**config.mk**
```make
export PLATFORM = sky130hd
export DESIGN_NAME = program_sequencer
export DESIGN_NICKNAME = d
export VERILOG_FILES = /design/src/rtl/program_sequencer.sv
export SDC_FILE = /design/constraint.sdc
export NUM_CORES = 1
export LEC_CHECK = 0
export ABC_AREA = 1
export CAP_MARGIN = 40
export CORE_UTILIZATION = 35
export DETAILED_ROUTE_END_ITERATION = 12
export GPL_ROUTABILITY_DRIVEN = 0
export PLACE_DENSITY = 0.79
export SYNTH_ARGS = -nofsm -noshare
export SYNTH_HDL_FRONTEND = slang
export SYNTH_SLANG_ARGS = --single-unit
```
**constraint.sdc**
```tcl
create_clock -name clk -period 2.7 [get_ports clk]
set_input_delay 0.405 -clock clk [delete_from_list [all_inputs] [get_ports clk]]
set_output_delay 0.405 -clock clk [all_outputs]
set_load 0.005 [all_outputs]
```
**src/rtl/program_sequencer.sv**
```systemverilog
// program_sequencer
//   Loads a program into the core's instruction memory, then runs the core
//   until it reaches a stop PC or a cycle budget, and freezes it for inspection.
//
//   Optional feature: define SEQ_SINGLE_STEP_EN to add single-step execution
//   (ports step_mode/step and a STEP state).
//
// Ports
//   clk, reset                  clock, synchronous active-high reset
//   load_start/run_start/clear  single-cycle command pulses
//   load_valid/load_data/load_ready   program word handshake
//   pmem_we/pmem_addr/pmem_wdata      program memory write port
//   core_reset/core_ce          core reset and clock enable
//   core_pc/stop_pc/max_cycles  run control (stop_pc/max_cycles latched on run_start)
//   busy/load_done/halted/halt_cause/cycle_count   status
//   step_mode/step              (SEQ_SINGLE_STEP_EN only) single-step control
module program_sequencer #(
  parameter int DEPTH = 32,
  parameter int AW    = 5
) (
  input  logic          clk,
  input  logic          reset,
  input  logic          load_start,
  input  logic          run_start,
  input  logic          clear,
`ifdef SEQ_SINGLE_STEP_EN
  input  logic          step_mode,
  input  logic          step,
`endif
  input  logic          load_valid,
  input  logic [31:0]   load_data,
  output logic          load_ready,
  output logic          pmem_we,
  output logic [AW-1:0] pmem_addr,
  output logic [31:0]   pmem_wdata,
  output logic          core_reset,
  output logic          core_ce,
  input  logic [31:0]   core_pc,
  input  logic [31:0]   stop_pc,
  input  logic [7:0]    max_cycles,
  output logic          busy,
  output logic          load_done,
  output logic          halted,
  output logic [1:0]    halt_cause,
  output logic [8:0]    cycle_count
);

  typedef enum logic [2:0] {
    ST_IDLE   = 3'd0,
    ST_LOAD   = 3'd1,
    ST_RUN    = 3'd2,
    ST_HALTED = 3'd3
`ifdef SEQ_SINGLE_STEP_EN
    , ST_STEP = 3'd4
`endif
  } state_t;

  localparam logic [AW-1:0] LAST_ADDR = AW'(DEPTH - 1);

  state_t        state_r;
  state_t        state_nxt_s;
  logic [1:0]    cause_nxt_s;
  logic [AW-1:0] wcnt_r;
  logic [31:0]   stop_pc_r;
  logic [7:0]    max_cycles_r;
  logic [8:0]    cycle_count_r;
  logic [1:0]    halt_cause_r;
  logic          load_done_r;
  logic          accept_s;
  logic          last_word_s;
  logic          pc_match_s;
  logic          lim_hit_s;
  logic [8:0]    limit_s;

  // A stored budget of 0 stands for 256 cycles.
  assign limit_s     = (max_cycles_r == 8'd0) ? 9'd256 : {1'b0, max_cycles_r};
  assign lim_hit_s   = ((cycle_count_r + 9'd1) == limit_s);
  assign pc_match_s  = (core_pc == stop_pc_r);
  assign accept_s    = (state_r == ST_LOAD) && load_valid;
  assign last_word_s = (wcnt_r == LAST_ADDR);

  assign cycle_count = cycle_count_r;
  assign halt_cause  = halt_cause_r;
  assign load_done   = load_done_r;

  // State register.
  always_ff @(posedge clk) begin
    if (reset) begin
      state_r <= ST_IDLE;
    end else begin
      state_r <= state_nxt_s;
    end
  end

  // Next-state and halt-cause selection; a PC match outranks the cycle budget.
  always_comb begin
    state_nxt_s = state_r;
    cause_nxt_s = halt_cause_r;
    case (state_r)
      ST_IDLE: begin
        if (load_start) begin
          state_nxt_s = ST_LOAD;
`ifdef SEQ_SINGLE_STEP_EN
        end else if (run_start) begin
          state_nxt_s = step_mode ? ST_STEP : ST_RUN;
`else
        end else if (run_start) begin
          state_nxt_s = ST_RUN;
`endif
        end else begin
          state_nxt_s = ST_IDLE;
        end
      end
      ST_LOAD: begin
        if (accept_s && last_word_s) begin
          state_nxt_s = ST_IDLE;
        end else begin
          state_nxt_s = ST_LOAD;
        end
      end
      ST_RUN: begin
        if (pc_match_s) begin
          state_nxt_s = ST_HALTED;
          cause_nxt_s = 2'b01;
        end else if (lim_hit_s) begin
          state_nxt_s = ST_HALTED;
          cause_nxt_s = 2'b10;
        end else begin
          state_nxt_s = ST_RUN;
        end
      end
      ST_HALTED: begin
        if (clear) begin
          state_nxt_s = ST_IDLE;
          cause_nxt_s = 2'b00;
        end else begin
          state_nxt_s = ST_HALTED;
        end
      end
`ifdef SEQ_SINGLE_STEP_EN
      ST_STEP: begin
        if (clear) begin
          state_nxt_s = ST_HALTED;
          cause_nxt_s = 2'b11;
        end else if (step && pc_match_s) begin
          state_nxt_s = ST_HALTED;
          cause_nxt_s = 2'b01;
        end else if (step && lim_hit_s) begin
          state_nxt_s = ST_HALTED;
          cause_nxt_s = 2'b10;
        end else begin
          state_nxt_s = ST_STEP;
        end
      end
`endif
      default: begin
        state_nxt_s = ST_IDLE;
        cause_nxt_s = 2'b00;
      end
    endcase
  end

  // Output decode; core_ce drops in the very cycle core_pc reaches stop_pc.
  always_comb begin
    core_reset = 1'b1;
    core_ce    = 1'b0;
    load_ready = 1'b0;
    busy       = 1'b0;
    halted     = 1'b0;
    case (state_r)
      ST_IDLE: begin
        core_reset = 1'b1;
      end
      ST_LOAD: begin
        load_ready = 1'b1;
        busy       = 1'b1;
      end
      ST_RUN: begin
        core_reset = 1'b0;
        core_ce    = ~pc_match_s;
        busy       = 1'b1;
      end
      ST_HALTED: begin
        core_reset = 1'b0;
        halted     = 1'b1;
      end
`ifdef SEQ_SINGLE_STEP_EN
      ST_STEP: begin
        core_reset = 1'b0;
        core_ce    = step & ~clear & ~pc_match_s;
        busy       = 1'b1;
      end
`endif
      default: begin
        core_reset = 1'b1;
      end
    endcase
  end

  assign pmem_we    = accept_s;
  assign pmem_addr  = wcnt_r;
  assign pmem_wdata = load_data;

  // Word counter, run parameters, cycle counter and status flags.
  always_ff @(posedge clk) begin
    if (reset) begin
      wcnt_r        <= '0;
      stop_pc_r     <= 32'd0;
      max_cycles_r  <= 8'd0;
      cycle_count_r <= 9'd0;
      halt_cause_r  <= 2'b00;
      load_done_r   <= 1'b0;
    end else begin
      halt_cause_r <= cause_nxt_s;
      load_done_r  <= accept_s && last_word_s;
      if ((state_r == ST_IDLE) && load_start) begin
        wcnt_r <= '0;
      end else if (accept_s) begin
        wcnt_r <= wcnt_r + AW'(1);
      end else begin
        wcnt_r <= wcnt_r;
      end
      if ((state_r == ST_IDLE) && run_start && !load_start) begin
        stop_pc_r    <= stop_pc;
        max_cycles_r <= max_cycles;
      end else begin
        stop_pc_r    <= stop_pc_r;
        max_cycles_r <= max_cycles_r;
      end
      // Held at zero throughout IDLE, so every run starts counting from 0.
      if ((state_r == ST_IDLE) || (state_nxt_s == ST_IDLE)) begin
        cycle_count_r <= 9'd0;
      end else if (core_ce) begin
        cycle_count_r <= cycle_count_r + 9'd1;
      end else begin
        cycle_count_r <= cycle_count_r;
      end
    end
  end

endmodule

```
# After elaboration in Yosys (flattened, before gate mapping)
# Cells that the tools add are included.
[totals]
register_bits = 60
out_inout_bits = 55
wordCells = 52
[op_classes]
addsub = 2
n_eq_ne = 8
mux = 17
bitwise_logic = 2
reduce_logical = 16
[op_table]
columns = ["operator", "count"]
rows = [
  ["$eq 32x32->1", 1],
  ["$mux 2", 6],
  ["$pmux 3 s4", 1],
  ["$reduce_or 2->1", 5],
  ["$add 9x1->9 const B", 1],
  ["$eq 9x9->1", 1],
  ["$mux 9", 1],
  ["$logic_not 8->1", 1],
  ["$mux 1", 8],
  ["$eq 3x2->1 const B", 2],
  ["$logic_not 3->1", 2],
  ["$pmux 2 s3", 1],
  ["$add 5x1->5 const B", 1],
  ["$eq 5x5->1 const B", 1],
  ["$logic_and 1x1->1", 5],
  ["$eq 3x1->1 const B", 1],
  ["$ne 3x3->1 const B", 1],
  ["$reduce_and 3->1", 1],
  ["$ne 2x2->1 const B", 1],
  ["$not 1->1", 2],
  ["$logic_not 1->1", 1],
  ["$logic_or 1x1->1", 1],
]

# Depth between registers and ports, before layout
# Gate-level depths: netlist of the first run.
[depth]
word_depth = 9
ltp_mapped = 15

# Worst setup path before layout of the first run
# Ideal clock, no wire load.
[synth_timing]
path_kind = "register -> register"
startpoint = "register cycle_count_r[0] (netlist: cycle_count[0])"
endpoint = "register cycle_count_r[0] (netlist: cycle_count[0])"
setup_ns = 0.113
arrival_time_ns = 1.578
t_required_ns = 2.587
setup_slack_ns = 1.009
stages_incl_launch_ff = 15
path_buffers = 0
period_less_slack_ns = 1.691
path_cell_list = "dfxtp_1 > ha_1 > nand2_1 > nor2_2 > nand2_1 > o21ai_2 > nand2_1 > nand2_1 > nand2_1 > nand3_1 > nand2_1 > nand2_2 > nand3_2 > nand2_4 > nor2_1"
[synth_via]
elab_chain_len = 8
[synth_rtl]
columns = ["element", "line", "source"]
rows = [
  ["start, declared", "66", "logic [8:0] cycle_count_r;"],
  ["start signal, assigned", "234", "cycle_count_r <= cycle_count_r + 9'd1;"],
  ["start signal, assigned", "236", "cycle_count_r <= cycle_count_r;"],
  ["$add 9x1->9 *", "77, 234", ""],
  ["$eq 9x9->1", "77", "assign lim_hit_s = ((cycle_count_r + 9'd1) == limit_s);"],
  ["$mux 1", "125", "end else if (lim_hit_s) begin"],
  ["$mux 1", "122", "if (pc_match_s) begin"],
  ["$pmux 3 s4", "99", "case (state_r)"],
  ["$logic_not 3->1", "231", "if ((state_r == ST_IDLE) || (state_nxt_s == ST_IDLE)) begin"],
  ["$logic_or 1x1->1", "231", ""],
  ["$reduce_or 2->1 (no source line)", "n/a", ""],
]
# Mark *: on every way between the ends. The rest lies on a longest branch, timed or not.
# A chain may end at the register's enable or synchronous reset.

# Final worst setup path of the first run
[layout_timing]
startpoint = "input port core_pc[3]"
endpoint = "output port core_ce"
[layout_via]
elab_chain_len = 3
[layout_rtl]
columns = ["element", "line", "source"]
rows = [
  ["start, declared", "38", "input logic [31:0] core_pc,"],
  ["$eq 32x32->1", "78", "assign pc_match_s = (core_pc == stop_pc_r);"],
  ["$not 1->1", "180", "core_ce = ~pc_match_s;"],
  ["$mux 1", "170", "case (state_r)"],
  ["end, declared", "37", "output logic core_ce,"],
]
# No other way between the ends.

==> results of run 1 <==
kinds of logic after synthesis:
kind of cell / count (synthesis) / share of synthesized area (%)
AND/OR/NAND/NOR: 224 / 28.7
AO/OA/AOI/OAI: 75 / 11.6
buffers and inverters: 101 / 15.3
XOR/XNOR: 22 / 5.85
adder cells (fa/ha/maj): 7 / 2.66
flip-flops: 59 / 35.9
cells in the final DEF (no fill, tap or decap), drive strengths merged, types with 14 or more instances in the layout:
| cell | Yosys | final |
|---|---|---|
| nand2 | 85 | 85 |
| xor2 | 15 | 15 |
| nor2 | 91 | 91 |
| clkdlybuf4s50 | 0 | 99 |
| a21oi | 22 | 22 |
| clkbuf | 10 | 14 |
| o21ai | 52 | 52 |
| dfxtp | 59 | 59 |
| nand3 | 30 | 30 |
| inv | 57 | 57 |
critical path: stages:
cell and delay (ns):
clkdlybuf4s50_1 0.48, inv_1 0.04, nand2_1 0.05, nand4_1 0.19
nor2_1 0.14, nand3_1 0.10, nor2_2 0.16, nand2_2 0.09
nand2_2 0.07, inv_1 0.07, dlymetal6s2s_1 0.15
through the flow:
stage / hold WS, ns / power [mW] / std cells / cell area (um^2) / utilization, %
global placement: 0.433 / 1.37 / 659 / 4170 / 45.4
finish: 0.461 / 2.08 / 675 / 4360 / 47.4
global route: 0.498 / 2.20 / 675 / 4360 / 47.4
floorplan: 0.437 / 1.22 / 488 / 3290 / -
detailed placement: 0.446 / 1.38 / 659 / 4170 / 45.4
CTS: 0.463 / 2.11 / 675 / 4350 / 47.3
final cells by class:
class	count	area (um^2)	share of cell area, %
Inverter	57	214	4.91
Clock buffer	14	163	3.73
Sequential cell	59	1180	27.1
Tap cell	111	139	3.19
Multi-Input combinational cell	328	1620	37.1
Clock inverter	2	10.0	0.230
Timing Repair Buffer	104	1030	23.7
power by group through the flow:
stage	Combinational (mW)	Clock, mW	Sequential, mW
after CTS	0.409	0.742	0.958
after global routing	0.455	0.778	0.965
after floorplan	0.250	0	0.968
after global placement	0.397	0	0.973
after detailed placement	0.407	0	0.977
final	0.406	0.715	0.958
how the worst max path moves through the flow:
stage | start | end
2_1_floorplan | cycle_count[0] | cycle_count[0]
3_3_place_gp | core_pc[2] | core_ce
3_5_place_dp | core_pc[2] | core_ce
4_1_cts | core_pc[2] | core_ce
5_1_grt | core_pc[2] | core_ce
6_report | core_pc[3] | core_ce
metal layers:
| metal | part of all wire [%] | vias up | global-route usage [%] |
|---|---|---|---|
| li1 | - | 1647 | - |
| met1 | 43 | 1444 | 21.4 |
| met2 | 48 | 100 | 30.2 |
| met3 | 7.5 | 12 | 6.67 |
| met4 | 0.92 | 0 | 5.86 |
| met5 | 0 | - | 0 |
timing repair:
| action | 4_1_cts | 5_1_grt |
|---|---|---|
| hold endpoints to repair | 0 | 0 |
| resized for setup | 0 | 4 |
| setup endpoints to repair | 0 | 1 |
flip-flops by register name, summed over array words and instances (netlist names):
register	cells
halt_cause	2
cycle_count	9
stop_pc_r	32
max_cycles_r	8
pmem_addr	5
load_done	1
state_r	2
==> results.sh, run 1 <==
export IMPL_cts_root_buf="clkbuf_8"
export IMPL_crit_required_ns=2.30
export IMPL_synthArstFlopShare_pct=0
export IMPL_synth_seq_cells=59
export IMPL_min_from="halt_cause[1]"
export IMPL_dieArea_um2=9800
export IMPL_p_leak_nw=1.80
export IMPL_postCtsSetupRepairBufs=0
export IMPL_relSlewSlack_pct=43.3
export IMPL_p_int_mw=1.52
export IMPL_synthToLayoutAreaGrowth_pct=32.3
export IMPL_syn_num_nets=605
export IMPL_drc=0
export IMPL_fillerInstances=922
export IMPL_grt_pass1_vias=3055
export IMPL_synth_area_um2=3290
export IMPL_synthTopCellsByCount="nor2_1 (87), nand2_1 (82), dfxtp_1 (59)"
export IMPL_via_count=3203
export IMPL_tns_ns=0
export IMPL_wire_per_inst_um=12.6
export IMPL_worst_setup_path_start_kind="input port"
export IMPL_port_buffers=100
export IMPL_firstDrtPassIters=4
export IMPL_overflow=0
export IMPL_postSynthCellCount=488
export IMPL_swShare_pct=27.0
export IMPL_place_ws_ns=0.0244
export IMPL_critical_path_class="input port to output port"
export IMPL_reg2reg_to="max_cycles_r[2]"
export IMPL_core_area_um2=9200
export IMPL_hold_depth=2
export IMPL_detailed_place_hpwl_um=6460
export IMPL_min_period_ns=2.34
export IMPL_synth_edf_count=0
export IMPL_start_util_pct=35.8
export IMPL_vias_per_cell=4.75
export IMPL_min_period_over_period_pct=86.7
export IMPL_clkLatencyLatePin_ns=0.32
export IMPL_synthFlopType="dfxtp_1"
export IMPL_p_switching_mw=0.561
export IMPL_ioPinCount=165
export IMPL_antenna_found_initial=0
export IMPL_ys_top_cells_by_area="dfxtp_1 (36%), nor2_1 (9.9%), nand2_1 (9.4%)"
export IMPL_fin_nets=676
export IMPL_min_path_type="register to register"
export IMPL_fp_dieH_um=99.0
export IMPL_synthDistinctLibCells=25
export IMPL_ctsHoldBuffers=0
export IMPL_grt_first_pass_wirelength_um=14200
export IMPL_num_rows=35
export IMPL_maxSlewViolCount=0
export IMPL_crit_fanout=3
export IMPL_yosysTopAreaCell="dfxtp_1"
export IMPL_power_per_cell_area_nw_per_um2=477
export IMPL_yosysTopAreaCellShare_pct=35.9
export IMPL_p_clk_share_pct=34.4
export IMPL_cts_buffers=9
export IMPL_setup_violations_final=0
export IMPL_htree_levels=3
export IMPL_yosysSeqAreaShare_pct=35.9
export IMPL_cp_end_kind="output port"
export IMPL_fmax_mhz=427
export IMPL_peakVddDrop_uv=237
export IMPL_hold_end="halt_cause[1]"
export IMPL_pwr_share_seq_pct=46.1
export IMPL_drt_initial_drc_count=130
export IMPL_rrSetupSlack_ns=0.71
export IMPL_finalHoldViolations=0
export IMPL_grt_start_max_net_pins=56
export IMPL_drt_total_wl_um=8520
export IMPL_antenna_cells=0
export IMPL_grt_usage_pct=18.1
export IMPL_outcome="complete, no violations"
export IMPL_drv_cap=0
export IMPL_power_frac_comb_pct=19.5
export IMPL_finalClockSkew_ns=0.00730
export IMPL_die_w_um=99.0
export IMPL_syn_avg_cell_area_um2=6.75
export IMPL_reg2reg_from="state_r[0]"
export IMPL_yosysWarnings=0
export IMPL_cp_arrival_ns=1.94
export IMPL_drive_above_1_share_pct=5.85
export IMPL_tightest_slew_ns=0.850
export IMPL_cts_sinks=59
export IMPL_cts_clk_slew_worst_paths_ns=0.07
export IMPL_cts_tree="built"
export IMPL_setup_slack_ns=0.359
export IMPL_reg2reg_depth=7
export IMPL_ant_nets=0
export IMPL_clockBufferDepth=2
export IMPL_rsz0062_at_grt="no"
export IMPL_yosysMostFrequentCell="nor2_1"
Power figures use the tool's default switching activity.
==> run 2, diff against run 1 <==
Settings changed: CTS_BUF_LIST set to sky130_fd_sc_hd__clkbuf_4, SETUP_SLACK_MARGIN set to 0.5.
==> run 2 against run 1 <==
Wire length is 3.1% higher. Global-route usage grew 0.54 points. Count of clock-buffer cells in the layout fell by 2. Clock power is 27% lower. Register-to-register slack lost 0.10 ns. Non-clock buffer count rose by 11. Cell count grew 1.6%. First-iteration DRC count up 6.2%. Maximum frequency rose by 3.8%. Via count grew 2.1%. Largest cell class unchanged. Largest power group unchanged.
==> results.sh, run 2 (synthesis results as in run 1) <==
export IMPL_overflow=0
export IMPL_die_w_um=99.0
export IMPL_cts_clk_slew_worst_paths_ns=0.10
export IMPL_crit_chain="clkdlybuf4s50_1 -> inv_1 -> or2_4 -> nand3_2 -> nor2_1 -> nand3_1 -> nor2_2 -> buf_4 -> buf_4 -> buf_4 -> buf_4 -> buf_4 -> buf_4 -> buf_4 -> buf_4 -> nand4_1 -> a21oi_2"
export IMPL_drc=0
export IMPL_cts_root_buf="clkbuf_4"
export IMPL_relSlewSlack_pct=65.7
export IMPL_rsz0062_at_grt="yes"
export IMPL_grt_start_max_net_pins=56
export IMPL_largest_register="stop_pc_r"
export IMPL_fin_nets=687
export IMPL_drive_above_1_share_pct=10.8
export IMPL_via_count=3269
export IMPL_min_path_type="register to register"
export IMPL_power_per_cell_area_nw_per_um2=430
export IMPL_slowest_delay_ns=0.45
export IMPL_fmax_mhz=443
export IMPL_cp_slowest_cell="clkdlybuf4s50_1"
export IMPL_min_period_over_period_pct=83.6
export IMPL_tns_ns=0
export IMPL_dieArea_um2=9800
export IMPL_setup_violations_final=0
export IMPL_p_leak_nw=1.86
export IMPL_min_period_ns=2.26
export IMPL_crit_required_ns=2.98
export IMPL_clkLatencyLatePin_ns=0.39
export IMPL_grt_pass1_vias=3123
export IMPL_core_area_um2=9200
export IMPL_ioPinCount=165
export IMPL_critical_path_class="input port to register"
export IMPL_maxSlewViolCount=0
export IMPL_final_cell_mix="clkdlybuf4s50_1 (91), nor2_1 (85), nand2_1 (80)"
export IMPL_cp_arrival_ns=2.54
export IMPL_port_buffers=100
export IMPL_cts_tree="built"
export IMPL_clockBufferDepth=2
export IMPL_drv_cap=0
export IMPL_place_ws_ns=0.0244
export IMPL_grt_usage_pct=18.6
export IMPL_fp_dieH_um=99.0
export IMPL_grt_first_pass_wirelength_um=14600
export IMPL_vias_per_cell=4.77
export IMPL_finalHoldViolations=0
export IMPL_crit_family="buffers and inverters"
export IMPL_drt_initial_drc_count=138
export IMPL_path_common_cell="buf_4"
export IMPL_htree_levels=3
export IMPL_drt_total_wl_um=8790
export IMPL_wire_per_inst_um=12.8
export IMPL_crit_fanout=2
export IMPL_firstDrtPassIters=4
export IMPL_outcome="complete, no violations"
export IMPL_largest_register_ffs=32
export IMPL_ant_nets=0
export IMPL_tightest_slew_ns=0.515
export IMPL_setup_slack_ns=0.444
export IMPL_cts_buffers=9
export IMPL_path_buf_inv=10
export IMPL_finalClockSkew_ns=0.0118
export IMPL_detailed_place_hpwl_um=6460
export IMPL_peakVddDrop_uv=207
export IMPL_start_util_pct=35.8
export IMPL_antenna_found_initial=0
export IMPL_fillerInstances=928
export IMPL_antenna_cells=0
export IMPL_synthToLayoutAreaGrowth_pct=34.2
export IMPL_final_common_cell="clkdlybuf4s50_1"
export IMPL_finalHoldWorstSlack_ns=0.460
export IMPL_worst_setup_path_start_kind="input port"
export IMPL_cts_sinks=59
export IMPL_cp_end_kind="register"
export IMPL_num_rows=35
-- run 2: repair_timing --
action | 4_1_cts | 5_1_grt
hold buffers | 0 | 0
pin swaps | 13 | 11
buffers inserted | 9 | 2
gates resized for setup | 20 | 18
gates cloned | 0 | 0
endpoints found under the hold margin | 0 | 0
setup endpoints to repair | 3 | 15
-- run 2: area by class of cell --
type                       count  area [um^2]  share of cell area, %
tap                          111          139                   3.14
multi-input combinational    328         1650                   37.3
clock inverter                 4         17.5                  0.397
clock buffer                  12         90.1                   2.04
inverter                      57          219                   4.96
sequential                    59         1190                   26.9
timing repair buffer         115         1110                   25.2
-- run 2: worst paths after layout --
check	from	slack (ns)	cells after the start	end
worst max-delay path	core_pc[7]	0.44	17	halt_cause[0]
worst min-delay path	stop_pc_r[2]	0.46	2	stop_pc_r[2]
worst max register to register	stop_pc_r[2]	0.61	16	halt_cause[0]
worst min register to register	stop_pc_r[2]	0.46	2	stop_pc_r[2]
-- run 2: tightest hold or removal path: cells and delay by family, from the launching register on --
kind                   cells  cell delay (ns)
DFF                        1             0.34
AOI/OAI and AO/OA          1             0.05
buffers and inverters      1             0.04
-- run 2: metal layers --
| layer | up-vias | track usage [%] | part of all wire [%] |
|---|---|---|---|
| li1 | 1670 | - | - |
| met3 | 14 | 6.81 | 7.2 |
| met2 | 107 | 30.9 | 48 |
| met1 | 1478 | 22.0 | 44 |
| met5 | - | 0 | 0 |
| met4 | 0 | 6.54 | 1.0 |
-- run 2: stage by stage --
stage | utilization [%] | total power [mW] | area, um^2 | std cells
floorplan | - | 1.22 | 3290 | 488
global placement | 45.4 | 1.37 | 4170 | 659
detailed placement | 45.4 | 1.38 | 4170 | 659
CTS | 47.3 | 1.92 | 4350 | 684
global route | 48.0 | 2.03 | 4420 | 686
finish | 48.0 | 1.90 | 4420 | 686
-- run 2: report_power, final --
| part | total (mW) | switching (mW) | internal, mW | leakage [nW] |
|---|---|---|---|---|
| combinational | 0.415 | 0.201 | 0.214 | 1.31 |
| sequential | 0.960 | 0.0350 | 0.925 | 0.485 |
| clock | 0.523 | 0.311 | 0.212 | 0.0662 |
| total | 1.90 | 0.547 | 1.35 | 1.86 |
